--- src/rtl/mont_pkg.sv ---
// Shared types and sizing helpers for the Montgomery multiplier.
package mont_pkg;

  typedef enum logic [1:0] {
    IDLE  = 2'd0,
    RUN   = 2'd1,
    FINAL = 2'd2
  } mont_state_e;

  // Headroom bits above WIDTH so acc + b + m never overflows before the shift.
  localparam int ACC_EXTRA = 2;

  function automatic int cnt_w(input int width);
    return $clog2(width + 1);
  endfunction

endpackage

--- src/rtl/mont_iter_step.sv ---
// One radix-2 Montgomery iteration: adds the selected b and the reducing m,
// then halves. Purely combinational.
module mont_iter_step
  import mont_pkg::*;
#(
  parameter int WIDTH = 64
) (
  input  logic [WIDTH+ACC_EXTRA-1:0] acc_i,
  input  logic                       a_bit_i,
  input  logic [WIDTH-1:0]           b_i,
  input  logic [WIDTH-1:0]           m_i,
  output logic [WIDTH+ACC_EXTRA-1:0] acc_o
);

  localparam int AW = WIDTH + ACC_EXTRA;

  logic        q;
  logic [AW:0] sum;

  always_comb begin
    q     = acc_i[0] ^ (a_bit_i & b_i[0]);
    sum   = (AW+1)'(acc_i)
          + (a_bit_i ? (AW+1)'(b_i) : '0)
          + (q       ? (AW+1)'(m_i) : '0);
    acc_o = AW'(sum >> 1);
  end

endmodule

--- src/rtl/mont_mul_engine.sv ---
// Bit-serial Montgomery multiplier: result = a*b*2^-WIDTH mod m,
// WIDTH iterations plus one final conditional subtraction.
//
// state | meaning
// IDLE  | waiting for start; even modulus reported here with err/done
// RUN   | one iteration per cycle, WIDTH cycles
// FINAL | conditional subtract, publish result, pulse done
module mont_mul_engine
  import mont_pkg::*;
#(
  parameter int WIDTH = 64,
  parameter int CNT_W = cnt_w(WIDTH)
) (
  input  logic             pclk,
  input  logic             nreset,
  input  logic             start,
  input  logic             abort,
  input  logic [WIDTH-1:0] a,
  input  logic [WIDTH-1:0] b,
  input  logic [WIDTH-1:0] m,
  output logic [WIDTH-1:0] result,
  output logic             busy,
  output logic             done,
  output logic             err
);

  localparam int AW = WIDTH + ACC_EXTRA;

  mont_state_e      state_q;
  logic [WIDTH-1:0] a_q, b_q, m_q;
  logic [AW-1:0]    acc_q, acc_d, res_d;
  logic [CNT_W-1:0] idx_q;
  logic [WIDTH-1:0] result_q;
  logic             busy_q, done_q, err_q;

  // a_q shifts right each iteration, so a_q[0] is always the current a bit.
  mont_iter_step #(.WIDTH(WIDTH)) u_step (
    .acc_i  (acc_q),
    .a_bit_i(a_q[0]),
    .b_i    (b_q),
    .m_i    (m_q),
    .acc_o  (acc_d)
  );

  // acc < 2m after RUN, so a single subtraction fully reduces it.
  always_comb begin
    res_d = (acc_q >= AW'(m_q)) ? (acc_q - AW'(m_q)) : acc_q;
  end

  always_ff @(posedge pclk) begin
    if (!nreset) begin
      state_q  <= IDLE;
      a_q      <= '0;
      b_q      <= '0;
      m_q      <= '0;
      acc_q    <= '0;
      idx_q    <= '0;
      result_q <= '0;
      busy_q   <= 1'b0;
      done_q   <= 1'b0;
      err_q    <= 1'b0;
    end else begin
      done_q <= 1'b0;
      case (state_q)
        IDLE: begin
          if (start && !abort) begin
            a_q   <= a;
            b_q   <= b;
            m_q   <= m;
            acc_q <= '0;
            idx_q <= '0;
            err_q <= 1'b0;
            if (!m[0]) begin
              err_q    <= 1'b1;
              result_q <= '0;
              done_q   <= 1'b1;
            end else begin
              state_q <= RUN;
              busy_q  <= 1'b1;
            end
          end
        end
        RUN: begin
          if (abort) begin
            state_q <= IDLE;
            busy_q  <= 1'b0;
          end else begin
            acc_q <= acc_d;
            a_q   <= a_q >> 1;
            idx_q <= idx_q + CNT_W'(1);
            if (idx_q == CNT_W'(WIDTH - 1)) state_q <= FINAL;
          end
        end
        FINAL: begin
          state_q <= IDLE;
          busy_q  <= 1'b0;
          if (!abort) begin
            result_q <= WIDTH'(res_d);
            done_q   <= 1'b1;
          end
        end
        default: begin
          state_q <= IDLE;
          busy_q  <= 1'b0;
        end
      endcase
    end
  end

  assign result = result_q;
  assign busy   = busy_q;
  assign done   = done_q;
  assign err    = err_q;

endmodule

--- config.mk ---
export PLATFORM = sky130hd
export DESIGN_NAME = mont_mul_engine
export DESIGN_NICKNAME = d
export VERILOG_FILES = /design/src/rtl/mont_pkg.sv /design/src/rtl/mont_iter_step.sv /design/src/rtl/mont_mul_engine.sv
export SDC_FILE = /design/constraint.sdc
export NUM_CORES = 1
export LEC_CHECK = 0
export CAP_MARGIN = 40
export CORE_UTILIZATION = 35
export DETAILED_ROUTE_END_ITERATION = 10
export GPL_TIMING_DRIVEN = 0
export REMOVE_ABC_BUFFERS = 1
export SLEW_MARGIN = 20
export SYNTH_ARGS = -nofsm -noshare
export SYNTH_HDL_FRONTEND = slang
export SYNTH_HIERARCHICAL = 1
export SYNTH_SLANG_ARGS = --single-unit
--- constraint.sdc ---
create_clock -name pclk -period 8.9 [get_ports pclk]
set_input_delay 1.78 -clock pclk [delete_from_list [all_inputs] [get_ports pclk]]
set_output_delay 1.78 -clock pclk [all_outputs]
set_load 0.05 [all_outputs]
==> results.md <==
- CTS root buffer: clkbuf_16
- Unrepaired setup endpoints after global routing: false
- Standby leakage power: 12.2 nW
- Pin count of the biggest net entering global routing: 111
- Crit path DAT: 6.81 ns
- Status: completed
- Post-route ant nets: 0
- Most frequent cells in the layout: 611 x nand2_1, 333 x dfxtp_1, 261 x clkdlybuf4s50_1, 199 x a21boi_0, 197 x a21oi_1
- Mapped cell area: 22900 µm²
- WL final: 70300 µm
- CTS tree: yes
- HPWL after DPL: ~53000 µm
- Yosys cell types: 79
- Synth Flop Type: dfxtp_1
- Synthesis Warnings: 6
- Routability congestion estimate: roughly 0.92
- DP Area: 26700 µm²
- Worst-path clk slew: 0.06 ns
- Critical setup path kind: reg2reg
- Mapped Cells: 2936
- Die W: 258 µm
- Post-CTS Setup Bufs: 0
- Core Util, Final: 0.437
- Req. time, crit path: 9.40 ns
- Mapped Avg Cell Area: 7.78 µm²
- Setup crit end kind: flip-flop
- Total GRT Usage: 0.210
- Fraction of layout cells with a size suffix above 1: 0.0510
- Initial core utilization: 0.354
- Total core area: 64500 µm²
- Layout Area Growth over Synthesis: 23.3%
- Commonest non-fill, non-tap cell in the layout: nand2_1
- Worst setup SP type: flip-flop
- Rel. slew slack: 0.473
- First-pass iteration count of the detailed router: 5
- Final setup viols: 0
- Final net count: 3497
- Min-Delay Path Class: reg2reg
- H-tree depth: 2
- Minimum clock period: 6.31 ns
- EDFF count, synth: 0
- Vias/cell: 5.22
- WL per Instance: 17.6 µm
- Count of input and output buffers: between 200 and 300
- Starting DRT DRC Count: 1200
- PD cells: around 140 nW/µm²
- Clock Latency Late Sink: between 0.5 and 0.6 ns
- Worst Skew: approximately 0.029 ns
- Post-synth ARST share: 0
- Maximum VDD drop: 124 µV
- Number of hold buffers added after CTS: 0
- # Max-Cap Violations: 0
- Slew @ Worst Pin: roughly 0.8 ns
- Via count: 20900
- Fin. Hold Viols: 0
- Final Max Tran Viols: 0
- Maximum operating frequency: 159 MHz
- Row cnt: between 90 and 100
- Initial antenna violation count: 5
- Sequential fraction of the synthesis area: 0.293
- Die Span Y: 258 µm
- Finished Cell Area: 28200 µm²
- Vias in the first global route: about 20000
- Post-CTS sizing: 0
- Die area: 66300 µm²
- Critical Path Fanout Max: 65
- CTS buffer count: between 40 and 50
- Seq cells post-synth: around 330
- Global route total overflow: 0
- First-pass GRT wire length: 112000 µm
- CTS Buffer Depth: 3
- Fin crit share: 0.709
- Clock Sinks: between 300 and 400
- Fillcell total: 6635
- I/O pin count: 263
- # DRC: 0
==> per-layer routing <==
metal	vias up	GRT usage	routed length, µm
li1	10500	-	-
met1	9819	0.281	32500
met2	474	0.343	31900
met3	99	0.0407	4170
met4	6	0.0587	1740
met5	-	0	32
==> layout make-up <==
| cell class | instances | area [µm²] | share of cell area |
|---|---|---|---|
| diodes | 1 | 2.50 | 0.0000888 |
| clock buffers | 57 | 1180 | 0.0417 |
| clock inverters | 18 | 259 | 0.00919 |
| inverters | 109 | 409 | 0.0145 |
| multi-input cells | 2304 | 15100 | 0.534 |
| flip-flops and latches | 334 | 6690 | 0.237 |
| well taps | 855 | 1070 | 0.0380 |
| repair buffers | 317 | 3510 | 0.125 |
==> state kept, by name (all words and copies together), names as in the netlist <==
register  cells
state_q       2
result       64
a_q          64
idx_q         7
err           1
m_q          64
b_q          64
done          1
acc_q        66
busy          1
==> synth_stat cells (4+ instances only) <==
library cell	number	area (µm²)
nand2_1	611	2290
dfxtp_1	334	6690
a21boi_0	199	1490
a21oi_1	197	986
nand3_1	158	791
clkbuf_1	156	586
ha_1	129	1610
nor2_1	123	462
inv_1	109	409
o21ai_0	84	420
xnor2_1	79	692
a21o_1	73	548
nor2b_1	73	457
and2_1	68	425
fa_1	65	1300
o211a_1	65	651
o21ai_1	53	265
xor2_1	46	403
nand4_1	42	263
o21bai_1	35	263
nor3_1	17	85.1
nand2b_1	15	93.8
a211oi_1	14	105
buf_2	14	70.1
mux2i_1	12	120
and3_1	10	62.6
o21a_1	10	75.1
a22oi_1	9	67.6
buf_1	9	33.8
o211ai_1	9	67.6
o31ai_1	9	67.6
a221o_1	8	80.1
a31oi_1	7	43.8
a32oi_1	7	61.3
buf_6	7	78.8
or2_2	7	43.8
or3_1	5	31.3
nor4_1	4	25.0
o31a_1	4	35.0
or4_1	4	30.0
==> cells by family (layout without fill, tap and decap cells) <==
family	after synthesis	in the layout	share of synthesized area
and+or+nand+nor	1153	1153	0.228
AOI/OAI and AO/OA	819	819	0.246
DFF	334	334	0.293
buffers and inverters	298	501	0.0524
adders and majority gates	194	194	0.128
xor gates and xnor gates	125	125	0.0479
muxes	13	13	0.00575
other	0	1	0
==> path summary, 6_finish.rpt <==
check | slack [ns] | cells past startpoint | end | startpoint
worst max-delay path | 2.59 | 21 | acc_q[64] | a_q[0]
worst min-delay path | 0.45 | 2 | result[27] | result[27]
worst max register to register | 2.59 | 21 | acc_q[64] | a_q[0]
worst min register to register | 0.45 | 2 | result[27] | result[27]
==> worst max-delay path, cell delays in order, from the launching register on <==
cell      delay (ns)
dfxtp_4         0.80
nand2_1         0.29
xor2_4          0.26
buf_16          0.19
nand2b_1        0.17
fa_1            0.52
inv_1           0.05
ha_1            0.20
inv_1           0.07
fa_1            0.20
nand2b_1        0.16
a21oi_1         0.15
o21ai_0         0.35
a311oi_1        0.16
nor3_1          0.67
o21ai_0         0.43
a41oi_1         0.74
o21a_1          0.30
o21ai_1         0.09
xor2_1          0.14
nand3_1         0.07
a21boi_0        0.18
==> per-stage QoR <==
step	std cells	hold WS (ns)	total power [mW]	setup WS, ns	setup TNS [ns]
after global placement	3864	0.437	2.15	-38.69	-5261.22
after global routing	3994	0.465	4.08	2.19	0
after detailed placement	3919	0.443	2.15	2.68	0
after CTS	3994	0.451	3.97	2.66	0
after floorplan	2747	0.439	1.90	-11.00	-1303.10
final	3995	0.446	3.91	2.59	0
==> report_power, final <==
part           leakage [nW]  switching (mW)  internal [mW]  total [mW]
registers              2.72          0.0386           1.55        1.59
clock network         0.700           0.715           1.08        1.79
logic                  8.78           0.277          0.251       0.529
total                  12.2            1.03           2.88        3.91
Power figures use the tool's default switching activity.
